===== src/rtl/eth_peer_learn_if.sv =====
// eth_peer_learn_if: GMII receive byte stream into the peer learner and the
// learned-peer outputs back to the ICMP echo/transmit stage.
//   gmii_rx_dv/gmii_rxd : receive data valid and byte (driven by master)
//   pc_ip/pc_mac        : learned peer IPv4 / MAC address (driven by slave)
//   peer_valid          : sticky, set on first learn
//   learn_pulse         : one-cycle strobe per learn
//   learn_src           : 0 = ARP learn, 1 = ICMP learn
//   arp_is_req          : oper of last ARP learn, 1 = request
interface eth_peer_learn_if;
    logic        gmii_rx_dv;
    logic [7:0]  gmii_rxd;
    logic [31:0] pc_ip;
    logic [47:0] pc_mac;
    logic        peer_valid;
    logic        learn_pulse;
    logic        learn_src;
    logic        arp_is_req;

    modport master (
        output gmii_rx_dv, gmii_rxd,
        input  pc_ip, pc_mac, peer_valid, learn_pulse, learn_src, arp_is_req
    );

    modport slave (
        input  gmii_rx_dv, gmii_rxd,
        output pc_ip, pc_mac, peer_valid, learn_pulse, learn_src, arp_is_req
    );
endinterface


===== src/rtl/eth_peer_learn.sv =====
// eth_peer_learn: in-line GMII receive parser that learns the host's MAC/IP
// from ARP requests/replies addressed to the board (byte per clock, no buffer).
// Ports:
//   clk   : GMII receive clock
//   rst_n : synchronous, active-low reset
//   bus   : eth_peer_learn_if.slave (GMII rx in, learned peer out)
// Optional feature: define ICMP_LEARN_EN to also learn from ICMP echo
// requests (EtherType 0x0800); otherwise IPv4 frames are dropped and
// learn_src stays 0.
module eth_peer_learn #(
    parameter logic [31:0] BOARD_IP   = 32'hC0A8_010A,
    parameter logic [47:0] BOARD_MAC  = 48'h0011_2233_4455,
    parameter logic [31:0] DEF_PC_IP  = 32'hC0A8_0102,
    parameter logic [47:0] DEF_PC_MAC = 48'hFFFF_FFFF_FFFF
) (
    input  logic            clk,
    input  logic            rst_n,
    eth_peer_learn_if.slave bus
);
    localparam int unsigned CNT_W = 6;

    typedef enum logic [2:0] {
        S_IDLE,
        S_PREAMBLE,
        S_ETH_HDR,
        S_ARP_BODY,
        S_IP_BODY,
        S_DROP
    } state_t;

    state_t           r_state;
    logic [CNT_W-1:0] r_cnt;
    logic             r_dst_bc;
    logic             r_dst_uc;
    logic [47:0]      r_sh_mac;
    logic [31:0]      r_sh_ip;
    logic             r_sh_req;
`ifdef ICMP_LEARN_EN
    logic [47:0]      r_sh_src;
    logic             w_ip_ok;
`endif
    logic [31:0]      r_pc_ip;
    logic [47:0]      r_pc_mac;
    logic             r_peer_valid;
    logic             r_learn_pulse;
    logic             r_learn_src;
    logic             r_arp_is_req;

    logic             w_dv;
    logic [7:0]       w_rxd;
    logic             w_bc_ok;
    logic             w_uc_ok;
    logic             w_arp_ok;

    function automatic logic [7:0] mac_byte(input logic [47:0] m, input logic [2:0] i);
        case (i)
            3'd0:    return m[47:40];
            3'd1:    return m[39:32];
            3'd2:    return m[31:24];
            3'd3:    return m[23:16];
            3'd4:    return m[15:8];
            default: return m[7:0];
        endcase
    endfunction

    function automatic logic [7:0] ip_byte(input logic [31:0] a, input logic [1:0] i);
        case (i)
            2'd0:    return a[31:24];
            2'd1:    return a[23:16];
            2'd2:    return a[15:8];
            default: return a[7:0];
        endcase
    endfunction

    assign w_dv  = bus.gmii_rx_dv;
    assign w_rxd = bus.gmii_rxd;

    // Destination MAC: running "still broadcast" / "still ours" flags over bytes 0-5
    always_comb begin
        w_bc_ok = ((r_cnt == '0) || r_dst_bc) && (w_rxd == 8'hFF);
        w_uc_ok = ((r_cnt == '0) || r_dst_uc) && (w_rxd == mac_byte(BOARD_MAC, r_cnt[2:0]));
    end

    // ARP body byte check; offsets not listed are don't-care
    always_comb begin
        w_arp_ok = 1'b1;
        case (r_cnt)
            6'd0, 6'd3, 6'd6:        w_arp_ok = (w_rxd == 8'h00);
            6'd1:                    w_arp_ok = (w_rxd == 8'h01);
            6'd2:                    w_arp_ok = (w_rxd == 8'h08);
            6'd4:                    w_arp_ok = (w_rxd == 8'h06);
            6'd5:                    w_arp_ok = (w_rxd == 8'h04);
            6'd7:                    w_arp_ok = (w_rxd == 8'h01) || (w_rxd == 8'h02);
            6'd24, 6'd25, 6'd26,
            6'd27:                   w_arp_ok = (w_rxd == ip_byte(BOARD_IP, r_cnt[1:0]));
            default:                 w_arp_ok = 1'b1;
        endcase
    end

`ifdef ICMP_LEARN_EN
    // IPv4/ICMP byte check: IHL 5, protocol ICMP, dst = board, echo request
    always_comb begin
        w_ip_ok = 1'b1;
        case (r_cnt)
            6'd0:                    w_ip_ok = (w_rxd == 8'h45);
            6'd9:                    w_ip_ok = (w_rxd == 8'h01);
            6'd16, 6'd17, 6'd18,
            6'd19:                   w_ip_ok = (w_rxd == ip_byte(BOARD_IP, r_cnt[1:0]));
            6'd20:                   w_ip_ok = (w_rxd == 8'h08);
            default:                 w_ip_ok = 1'b1;
        endcase
    end
`endif

    // Parser FSM, shadow capture and commit; r_cnt restarts on every state change
    always_ff @(posedge clk) begin
        if (!rst_n) begin
            r_state       <= S_IDLE;
            r_cnt         <= '0;
            r_dst_bc      <= 1'b0;
            r_dst_uc      <= 1'b0;
            r_sh_mac      <= '0;
            r_sh_ip       <= '0;
            r_sh_req      <= 1'b0;
`ifdef ICMP_LEARN_EN
            r_sh_src      <= '0;
`endif
            r_pc_ip       <= DEF_PC_IP;
            r_pc_mac      <= DEF_PC_MAC;
            r_peer_valid  <= 1'b0;
            r_learn_pulse <= 1'b0;
            r_learn_src   <= 1'b0;
            r_arp_is_req  <= 1'b0;
        end else begin
            r_learn_pulse <= 1'b0;
            r_cnt         <= r_cnt + CNT_W'(1);
            if (!w_dv) begin
                // End of frame (or truncation): nothing is committed
                r_state <= S_IDLE;
                r_cnt   <= '0;
            end else begin
                case (r_state)
                    S_IDLE: begin
                        r_cnt   <= '0;
                        r_state <= (w_rxd == 8'h55) ? S_PREAMBLE : S_DROP;
                    end
                    S_PREAMBLE: begin
                        if (w_rxd == 8'h55) begin
                            if (r_cnt == 6'd63) r_cnt <= r_cnt;
                        end else begin
                            r_cnt   <= '0;
                            r_state <= ((w_rxd == 8'hD5) && (r_cnt >= 6'd6)) ? S_ETH_HDR : S_DROP;
                        end
                    end
                    S_ETH_HDR: begin
                        if (r_cnt < 6'd6) begin
                            r_dst_bc <= w_bc_ok;
                            r_dst_uc <= w_uc_ok;
                            if (!w_bc_ok && !w_uc_ok) begin
                                r_state <= S_DROP;
                                r_cnt   <= '0;
                            end
                        end else if (r_cnt < 6'd12) begin
`ifdef ICMP_LEARN_EN
                            r_sh_src <= {r_sh_src[39:0], w_rxd};
`endif
                        end else if (r_cnt == 6'd12) begin
                            if (w_rxd != 8'h08) begin
                                r_state <= S_DROP;
                                r_cnt   <= '0;
                            end
                        end else begin
                            r_cnt <= '0;
                            if (w_rxd == 8'h06) r_state <= S_ARP_BODY;
`ifdef ICMP_LEARN_EN
                            else if (w_rxd == 8'h00) r_state <= S_IP_BODY;
`endif
                            else r_state <= S_DROP;
                        end
                    end
                    S_ARP_BODY: begin
                        if (!w_arp_ok) begin
                            r_state <= S_DROP;
                            r_cnt   <= '0;
                        end else begin
                            if (r_cnt == 6'd7) r_sh_req <= (w_rxd == 8'h01);
                            if ((r_cnt >= 6'd8) && (r_cnt <= 6'd13)) r_sh_mac <= {r_sh_mac[39:0], w_rxd};
                            if ((r_cnt >= 6'd14) && (r_cnt <= 6'd17)) r_sh_ip <= {r_sh_ip[23:0], w_rxd};
                            if (r_cnt == 6'd27) begin
                                r_pc_mac      <= r_sh_mac;
                                r_pc_ip       <= r_sh_ip;
                                r_arp_is_req  <= r_sh_req;
                                r_learn_src   <= 1'b0;
                                r_peer_valid  <= 1'b1;
                                r_learn_pulse <= 1'b1;
                                r_state       <= S_DROP;
                                r_cnt         <= '0;
                            end
                        end
                    end
`ifdef ICMP_LEARN_EN
                    S_IP_BODY: begin
                        if (!w_ip_ok) begin
                            r_state <= S_DROP;
                            r_cnt   <= '0;
                        end else begin
                            if ((r_cnt >= 6'd12) && (r_cnt <= 6'd15)) r_sh_ip <= {r_sh_ip[23:0], w_rxd};
                            if (r_cnt == 6'd20) begin
                                r_pc_mac      <= r_sh_src;
                                r_pc_ip       <= r_sh_ip;
                                r_learn_src   <= 1'b1;
                                r_peer_valid  <= 1'b1;
                                r_learn_pulse <= 1'b1;
                                r_state       <= S_DROP;
                                r_cnt         <= '0;
                            end
                        end
                    end
`endif
                    S_DROP: begin
                        r_cnt <= '0;
                    end
                    default: begin
                        r_state <= S_DROP;
                        r_cnt   <= '0;
                    end
                endcase
            end
        end
    end

    assign bus.pc_ip       = r_pc_ip;
    assign bus.pc_mac      = r_pc_mac;
    assign bus.peer_valid  = r_peer_valid;
    assign bus.learn_pulse = r_learn_pulse;
    assign bus.learn_src   = r_learn_src;
    assign bus.arp_is_req  = r_arp_is_req;
endmodule


===== src/flat_wrapper.sv =====
// flat-port wrapper written by rule: the top's interface ports become plain ports
module eth_peer_learn_flat 
#(
    parameter logic [31:0] BOARD_IP   = 32'hC0A8_010A,
    parameter logic [47:0] BOARD_MAC  = 48'h0011_2233_4455,
    parameter logic [31:0] DEF_PC_IP  = 32'hC0A8_0102,
    parameter logic [47:0] DEF_PC_MAC = 48'hFFFF_FFFF_FFFF
)
  (clk, rst_n, bus_gmii_rx_dv, bus_gmii_rxd, bus_pc_ip, bus_pc_mac, bus_peer_valid, bus_learn_pulse, bus_learn_src, bus_arp_is_req);
  eth_peer_learn_if bus_i ();
  input  logic clk;
  input  logic rst_n;
  input wire logic [$bits(bus_i.gmii_rx_dv)-1:0] bus_gmii_rx_dv;
  input wire logic [$bits(bus_i.gmii_rxd)-1:0] bus_gmii_rxd;
  output wire logic [$bits(bus_i.pc_ip)-1:0] bus_pc_ip;
  output wire logic [$bits(bus_i.pc_mac)-1:0] bus_pc_mac;
  output wire logic [$bits(bus_i.peer_valid)-1:0] bus_peer_valid;
  output wire logic [$bits(bus_i.learn_pulse)-1:0] bus_learn_pulse;
  output wire logic [$bits(bus_i.learn_src)-1:0] bus_learn_src;
  output wire logic [$bits(bus_i.arp_is_req)-1:0] bus_arp_is_req;
  assign bus_i.gmii_rx_dv = bus_gmii_rx_dv;
  assign bus_i.gmii_rxd = bus_gmii_rxd;
  assign bus_pc_ip = bus_i.pc_ip;
  assign bus_pc_mac = bus_i.pc_mac;
  assign bus_peer_valid = bus_i.peer_valid;
  assign bus_learn_pulse = bus_i.learn_pulse;
  assign bus_learn_src = bus_i.learn_src;
  assign bus_arp_is_req = bus_i.arp_is_req;
  eth_peer_learn #(.BOARD_IP(BOARD_IP), .BOARD_MAC(BOARD_MAC), .DEF_PC_IP(DEF_PC_IP), .DEF_PC_MAC(DEF_PC_MAC)) u_core (.clk(clk), .rst_n(rst_n), .bus(bus_i));
endmodule

===== config.mk =====
export PLATFORM = sky130hd
export DESIGN_NAME = eth_peer_learn_flat
export DESIGN_NICKNAME = d
export VERILOG_FILES = /design/src/rtl/eth_peer_learn_if.sv /design/src/rtl/eth_peer_learn.sv /design/src/flat_wrapper.sv
export SDC_FILE = /design/constraint.sdc
export NUM_CORES = 1
export LEC_CHECK = 0
export CAP_MARGIN = 20
export CORE_ASPECT_RATIO = 1.5
export CORE_MARGIN = 1
export CORE_UTILIZATION = 35
export DETAILED_ROUTE_END_ITERATION = 8
export GPL_TIMING_DRIVEN = 0
export SYNTH_ARGS = -nofsm -noshare
export SYNTH_HDL_FRONTEND = slang
export SYNTH_SLANG_ARGS = --single-unit

===== constraint.sdc =====
create_clock -name clk -period 2.9 [get_ports clk]
set_input_delay 0.29 -clock clk [delete_from_list [all_inputs] [get_ports clk]]
set_output_delay 0.29 -clock clk [all_outputs]
set_load 0.005 [all_outputs]

==> results of run 1 <==
logic make-up after synthesis:
kind of cell | synth area share (%)
AOI/OAI and AO/OA | 11.4
and+or+nand+nor | 21.9
muxes | 12.0
buffers and inverters | 4.97
xor gates and xnor gates | 0.598
DFF | 47.8
other | 0.0512
adders and majority gates | 1.20
power by group:
group / leakage [µW] / total (µW) / switching, µW / internal [µW]
Combinational: 0.00174 / 133 / 85.4 / 47.3
Sequential: 0.00141 / 2400 / 2.42 / 2400
Clock: 0.000272 / 2190 / 1030 / 1160
Total: 0.00343 / 4730 / 1120 / 3610
stage by stage:
step | utilization [%] | hold WS [ns] | power (µW)
2_1_floorplan | - | 0.434 | 2540
3_3_place_gp | 41.9 | 0.438 | 2590
3_5_place_dp | 41.9 | 0.442 | 2590
4_1_cts | 44.9 | 0.220 | 4780
5_1_grt | 46.9 | 0.248 | 4890
6_report | 46.9 | 0.227 | 4730
synth_stat cells, types with 3 or more instances:
cell type  instances
a211oi_1           4
a21boi_0          48
a21oi_1           10
and2_1             5
buf_2             10
buf_6              9
clkbuf_1          40
dfxtp_1          175
ha_1               7
inv_1              6
mux2i_1           88
nand2_1          195
nand3_1           37
nand4_1            5
nor2_1            19
nor2b_1           36
nor3_1             5
nor3b_1            3
nor4_1             6
o211ai_1           3
o21ai_0           29
o21ai_1           12
o32ai_1            3
or3_1              3
or4_1              3
xnor2_1            4
final timing paths:
| check | from | endpoint | slack (ns) | depth (start not counted) |
|---|---|---|---|---|
| worst min-delay path | bus_gmii_rxd[6] | u_core.r_sh_mac[6] | 0.23 | 3 |
| worst max-delay path | u_core.r_cnt[5] | u_core.bus.pc_mac[9] | -0.01 | 10 |
| worst min register to register | u_core.bus.pc_ip[25] | u_core.bus.pc_ip[25] | 0.45 | 2 |
| worst max register to register | u_core.r_cnt[5] | u_core.bus.pc_mac[9] | -0.01 | 10 |
registers in the layout, indices dropped and copies added (netlist names):
name,cells
u_core.r_cnt,6
u_core.r_sh_mac,48
u_core.bus.peer_valid,1
u_core.bus.pc_mac,48
u_core.bus.learn_pulse,1
u_core.r_sh_req,1
u_core.bus.pc_ip,32
u_core.r_state,3
u_core.r_dst_uc,1
u_core.r_dst_bc,1
u_core.bus.arp_is_req,1
u_core.r_sh_ip,32
metal layers:
layer,GRT usage [%],part of all wire [%]
met5,0,0
met4,9.22,2.9
met3,3.05,3.5
met2,32.4,51
met1,21.1,43
layout make-up:
cell class	count	area, µm²
Fill cell	2012	10800
Multi-Input combinational cell	563	3600
Sequential cell	175	3510
Timing Repair Buffer	111	1140
Clock buffer	20	447
Buffer	62	409
Tap cell	264	330
Clock inverter	12	115
Inverter	6	25.0
worst min-delay path, delay by kind of cell:
kind	cells	cell delay [ns]
buffers and inverters	1	0.17
AO/OA/AOI/OAI	1	0.06
AND/OR/NAND/NOR	1	0.07
what timing repair did:
item	in CTS	in global routing
pin swaps	2	6
setup buffers	3	12
endpoints found under the setup margin	122	115
resized for setup	13	55
cloned	0	5
==> qor.log, run 1 <==
[layout] Nets 954
[sta] Final Max Slew Viols 0
[route] post-route antenna net violation count 0
[route] total wirelength of the detailed-routed design 19.3 mm
[sta] final setup vio count 1
[layout] most common cell after layout, fill and taps aside nand2_1
[sta] period utilisation layout 100%
[synth] sequential cell area fraction in the yosys report 47.8%
[floorplan] Core Footprint 20400 µm²
[clocking] number of buffers between clock root and the deepest sink 2
[power_and_ir_drop] leakage power figure 0.00343 µW
[synth] Post-synth EDFFs 0
[critical_path] CP Buf/Inv Count 3
[route] detailed-routing iteration count for the pre-antenna-repair pass 5
[synth] post-synthesis async set-or-reset flop share 0%
[route] DR WL/cell 15.9 µm
[critical_path] critical path fanouts, max 10
[floorplan] overall die height 179 µm
[run_status] violations in the final reports setup timing
[route] via total after detailed routing 6024
[synth] synthesized cell area 7320 µm²
[layout] ANT cells 0
[sta] Slew Limit Headroom 56.1%
[critical_path] slowest cell delay on critical path 0.42 ns
[sta] unrepaired setup endpoints after global routing true
[synth] library cell with the largest summed area after synthesis dfxtp_1
[floorplan] die footprint 21500 µm²
[synth] top area cells in the synthesized netlist dfxtp_1, mux2i_1, nand2_1
[synth] Avg Inst Size Synth 9.07 µm²
[layout] area of all placed cells without fillers 9580 µm²
[critical_path] ordered list of cells on the worst path buf_2, nand4bb_1, nor3b_1, xnor2_1, nand4_1, a211oi_4, buf_12, clkbuf_16, mux2i_1, nand2_1
[floorplan] standard-cell row count 64
[critical_path] worst setup path class reg2reg
[sta] final sum of negative setup slack -0.0113 ns
[place] placer congestion estimate 0.884
[layout] most frequent cells in the layout nand2_1, dfxtp_1, clkdlybuf4s50_1
[global_route] largest net degree at the start of global routing 18
[sta] slew of the pin with the lowest slew margin 0.658 ns
[sta] post-route worst setup slack -0.0113 ns
[clocking] clock insertion delay at the later pin of the skew report 0.43 ns
[synth] number of different library cells in the post-synthesis netlist 58
[floorplan] die extent in x 120 µm
[layout] share of layout cells above drive strength 1 11.2%
[synth] top cell type's share of synthesized area 47.8%
[critical_path] CP delay by family, top simple AND/OR/NAND/NOR gates
[layout] area delta synth->final 30.8%
[synth] count of warnings emitted by yosys 0
[synth] net count after synthesis 826
[floorplan] I/O pin count 95
[sta] max frequency 343 MHz
[critical_path] Critical Path Start Type flip-flop
[clocking] TritonCTS clock tree yes
[clocking] root buffer cell clkbuf_16
[place] placed cell areas 8570 µm²
[global_route] first-pass GRT wire length 30.6 mm
[clocking] number of hold buffers added after cts 0
[global_route] via count of the first global-routing pass 5747
[sta] final hold violations 0
[layout] post-route insts no fill 1213
[clocking] clock buffer count from CTS 17
[critical_path] CP endpoint kind flip-flop
[synth] cell count after synthesis 808
[critical_path] Arrival @ worst endpoint 3.22 ns
[floorplan] initial standard-cell utilization of the core 35.9%
[global_route] antenna violations before repair 0
[synth] most used flip-flop cell after synthesis dfxtp_1
[global_route] sum of overflow across all layers after global routing 0
[clocking] Reg clk slew, reported paths 0.07 ns
[place] pre-CTS worst setup slack -0.525 ns
[global_route] Tot GR Track Use 18.3%
[hold_path] class of the most critical hold timing path in2reg
[place] DPL Wire Length 13.6 mm
[clocking] # H-tree levels 4
[run_status] result of the run finished with violations
[critical_path] data required time of the worst path 3.21 ns
[sta] fin crit period 2.91 ns
[power_and_ir_drop] worst supply voltage drop on vdd 341 µV
[power_and_ir_drop] total power divided by cell area 494 nW/µm²
[flow_run] max-capacitance violation count 0
[synth] Yosys reg bits 175
[route] detail-routed via count per cell 4.97
[route] initial detailed-routing violation count 263
[critical_path] CP max-delay cell nand4bb_1
[place] placed cell count 1163
[place] Port-buffer cells 91
[clocking] clock tree sinks 175
[route] DRC violation count after routing 0
[sta] Setup Skew 0.0102 ns
Power figures use the tool's default switching activity.
==> run 2, diff against run 1 <==
- ABC_AREA: default -> 1
==> qor.log, run 2 <==
[floorplan] standard-cell row count 63
[critical_path] CP endpoint kind flip-flop
[global_route] sum of overflow across all layers after global routing 0
[power_and_ir_drop] leakage power figure 0.00370 µW
[synth] net count after synthesis 992
[synth] most used flip-flop cell after synthesis dfxtp_1
[route] total wirelength of the detailed-routed design 19.6 mm
[global_route] via count of the first global-routing pass 6500
[global_route] largest net degree at the start of global routing 17
[route] DR WL/cell 14.4 µm
[layout] most frequent cells in the layout nand2_1, dfxtp_1, nor2_1
[clocking] number of buffers between clock root and the deepest sink 2
[layout] Nets 1108
[critical_path] critical path fanouts, max 10
[critical_path] worst setup path class reg2reg
[layout] most common cell after layout, fill and taps aside nand2_1
[flow_run] max-capacitance violation count 0
[power_and_ir_drop] worst supply voltage drop on vdd 285 µV
[clocking] clock tree sinks 175
[clocking] Reg clk slew, reported paths 0.07 ns
[synth] post-synthesis async set-or-reset flop share 0%
[floorplan] initial standard-cell utilization of the core 35.8%
[global_route] antenna violations before repair 0
[floorplan] die footprint 20800 µm²
[synth] sequential cell area fraction in the yosys report 49.5%
[place] placer congestion estimate 0.914
[sta] Setup Skew 0.00880 ns
[global_route] Tot GR Track Use 19.7%
[floorplan] Core Footprint 19800 µm²
[route] initial detailed-routing violation count 346
[critical_path] minimum setup slack among reg-to-reg paths 0.25 ns
[sta] unrepaired setup endpoints after global routing false
[critical_path] CP max-delay cell dfxtp_4
[sta] period utilisation layout 91.3%
[sta] hold slack 0.298 ns
[power_and_ir_drop] relative contribution of sequential cells to total power 50.0%
[critical_path] ordered list of cells on the worst path clkinvlp_4, ha_1, inv_1, nand2_1, nand3_1, nand2_1, nor2_1, nand2_1, nor2_1, nand3_1, nand2_2, nand3_4, buf_4, clkbuf_1, nand2_1, nand3_1
[synth] most used standard cell by instance count after synthesis nand2_1
[critical_path] cell repeated most along the worst path nand2_1
[global_route] first-pass GRT wire length 32.3 mm
[sta] max frequency 378 MHz
[route] via total after detailed routing 6593
[critical_path] slowest cell delay on critical path 0.42 ns
[synth] top post-synthesis cells by count nand2_1, dfxtp_1, nor2_1, o21ai_0, nand3_1
[critical_path] Arrival @ worst endpoint 2.94 ns
[layout] post-route insts no fill 1362
[synth] cell count after synthesis 974
[layout] area delta synth->final 27.1%
[synth] top cell type's share of synthesized area 49.5%
[place] DPL Wire Length 14.9 mm
[synth] top area cells in the synthesized netlist dfxtp_1, nand2_1, o21ai_0
[hold_path] class of the most critical hold timing path in2reg
[layout] footprint of the flip-flops and latches 3510 µm²
[synth] Yosys reg bits 175
[synth] library cell with the largest summed area after synthesis dfxtp_1
[synth] number of different library cells in the post-synthesis netlist 35
[power_and_ir_drop] logic gate share of total power 2.9%
[floorplan] I/O pin count 95
[clocking] clock buffer count from CTS 17
[sta] fin crit period 2.65 ns
[synth] Avg Inst Size Synth 7.27 µm²
[floorplan] die extent in x 118 µm
[clocking] clock insertion delay at the later pin of the skew report 0.42 ns
[power_and_ir_drop] internal power 3740 µW
[layout] ANT cells 0
[clocking] TritonCTS clock tree yes
[floorplan] overall die height 176 µm
[sta] Final Max Slew Viols 0
[sta] slew of the pin with the lowest slew margin 0.760 ns
[place] placed cell count 1326
[clocking] root buffer cell clkbuf_16
[synth] count of warnings emitted by yosys 0
[power_and_ir_drop] total power divided by cell area 535 nW/µm²
[layout] share of layout cells above drive strength 1 6.26%
[clocking] # H-tree levels 4
[route] detail-routed via count per cell 4.84
[route] DRC violation count after routing 0
[critical_path] Critical Path Start Type flip-flop
[layout] multi-input combinational cell area 3030 µm²
[power_and_ir_drop] share of total power in the clock network 47.2%
[synth] Post-synth EDFFs 0
[critical_path] data required time of the worst path 3.19 ns
[sta] final sum of negative setup slack 0 ns
[layout] fill count 2094
[power_and_ir_drop] switching component of the power 1070 µW
[sta] final setup vio count 0
[sta] final hold violations 0
[synth] synthesized cell area 7080 µm²
[run_status] result of the run completed
[place] Port-buffer cells 92
[power_and_ir_drop] Switching Share 22.2%
[route] detailed-routing iteration count for the pre-antenna-repair pass 5
[route] post-route antenna net violation count 0
[sta] Slew Limit Headroom 48.9%
[run 2: cell count changes in the layout (fill, tap and decap cells not counted), moves of 6 or more]
cell,delta
nor2_1,+94
inv_1,+76
a21boi_0,-48
nand2_1,+31
nand3_1,+51
buf_12,-6
buf_4,-8
o21ai_1,-10
mux2i_1,-86
nor2b_1,-36
nand4_1,+6
o21ai_0,+62
a21oi_1,+69
[run 2: timing repair]
item / CTS / global route
endpoints found under the setup margin: 83 / 125
hold buffers: 0 / 0
resized for setup: 3 / 14
setup buffers: 0 / 5
[run 2: cells by family (layout without fill, tap and decap cells)]
logic type	after synthesis	count (layout)	share of synthesized area, %
xor gates and xnor gates	1	1	0.124
AOI/OAI and AO/OA	189	189	14.1
and+or+nand+nor	459	459	26.9
other	1	1	0.0530
adders and majority gates	7	7	1.24
DFF	175	175	49.5
buffers and inverters	142	270	8.11
[run 2: critical path, delay by kind of cell (launching register included)]
kind / cells / cell delay, ns
adder cells (fa/ha/maj): 1 / 0.28
flip-flops: 1 / 0.42
buffers and inverters: 4 / 0.77
AND/OR/NAND/NOR: 11 / 1.04
[run 2: worst paths after layout]
check	startpoint	to	cells past startpoint
max	u_core.r_cnt[0]	u_core.bus.pc_mac[46]	16
min	bus_gmii_rxd[2]	u_core.r_sh_ip[2]	3
max reg2reg	u_core.r_cnt[0]	u_core.bus.pc_mac[46]	16
min reg2reg	u_core.r_sh_ip[28]	u_core.r_sh_ip[28]	2
[run 2: power groups by stage]
stage                     Clock (µW)  Combinational (µW)  Sequential [µW]
after floorplan                    0                81.7             2460
after global placement             0                 135             2460
after detailed placement           0                 136             2460
after CTS                       2320                 137             2410
after global routing            2400                 155             2400
final                           2270                 137             2400
[run 2: routing by layer]
metal | global-route usage [%] | vias to the layer above | wire [µm]
met3 | 3.78 | 37 | 705
li1 | - | 3389 | -
met5 | 0 | - | 0
met1 | 22.1 | 3014 | 8180
met4 | 9.24 | 0 | 650
met2 | 35.7 | 153 | 10000
[run 2: metrics by stage]
step | worst slack (ns) | area [µm²] | power [µW] | util (%)
6_report | 0.251 | 9000 | 4810 | 45.5
5_1_grt | 0.00195 | 9000 | 4960 | 45.5
4_1_cts | 0.00146 | 8910 | 4860 | 45.0
3_5_place_dp | -0.456 | 8330 | 2600 | 42.1
3_3_place_gp | -0.509 | 8330 | 2600 | 42.1
2_1_floorplan | 0.501 | 7080 | 2540 | -
[run 2: area by class of cell]
cell class	instances	area share, %
sequential	175	39.0
tap	260	3.62
multi-input combinational	657	33.6
inverter	88	3.71
timing repair buffer	97	10.8
clock buffer	20	4.96
buffer	54	2.81
clock inverter	11	1.47
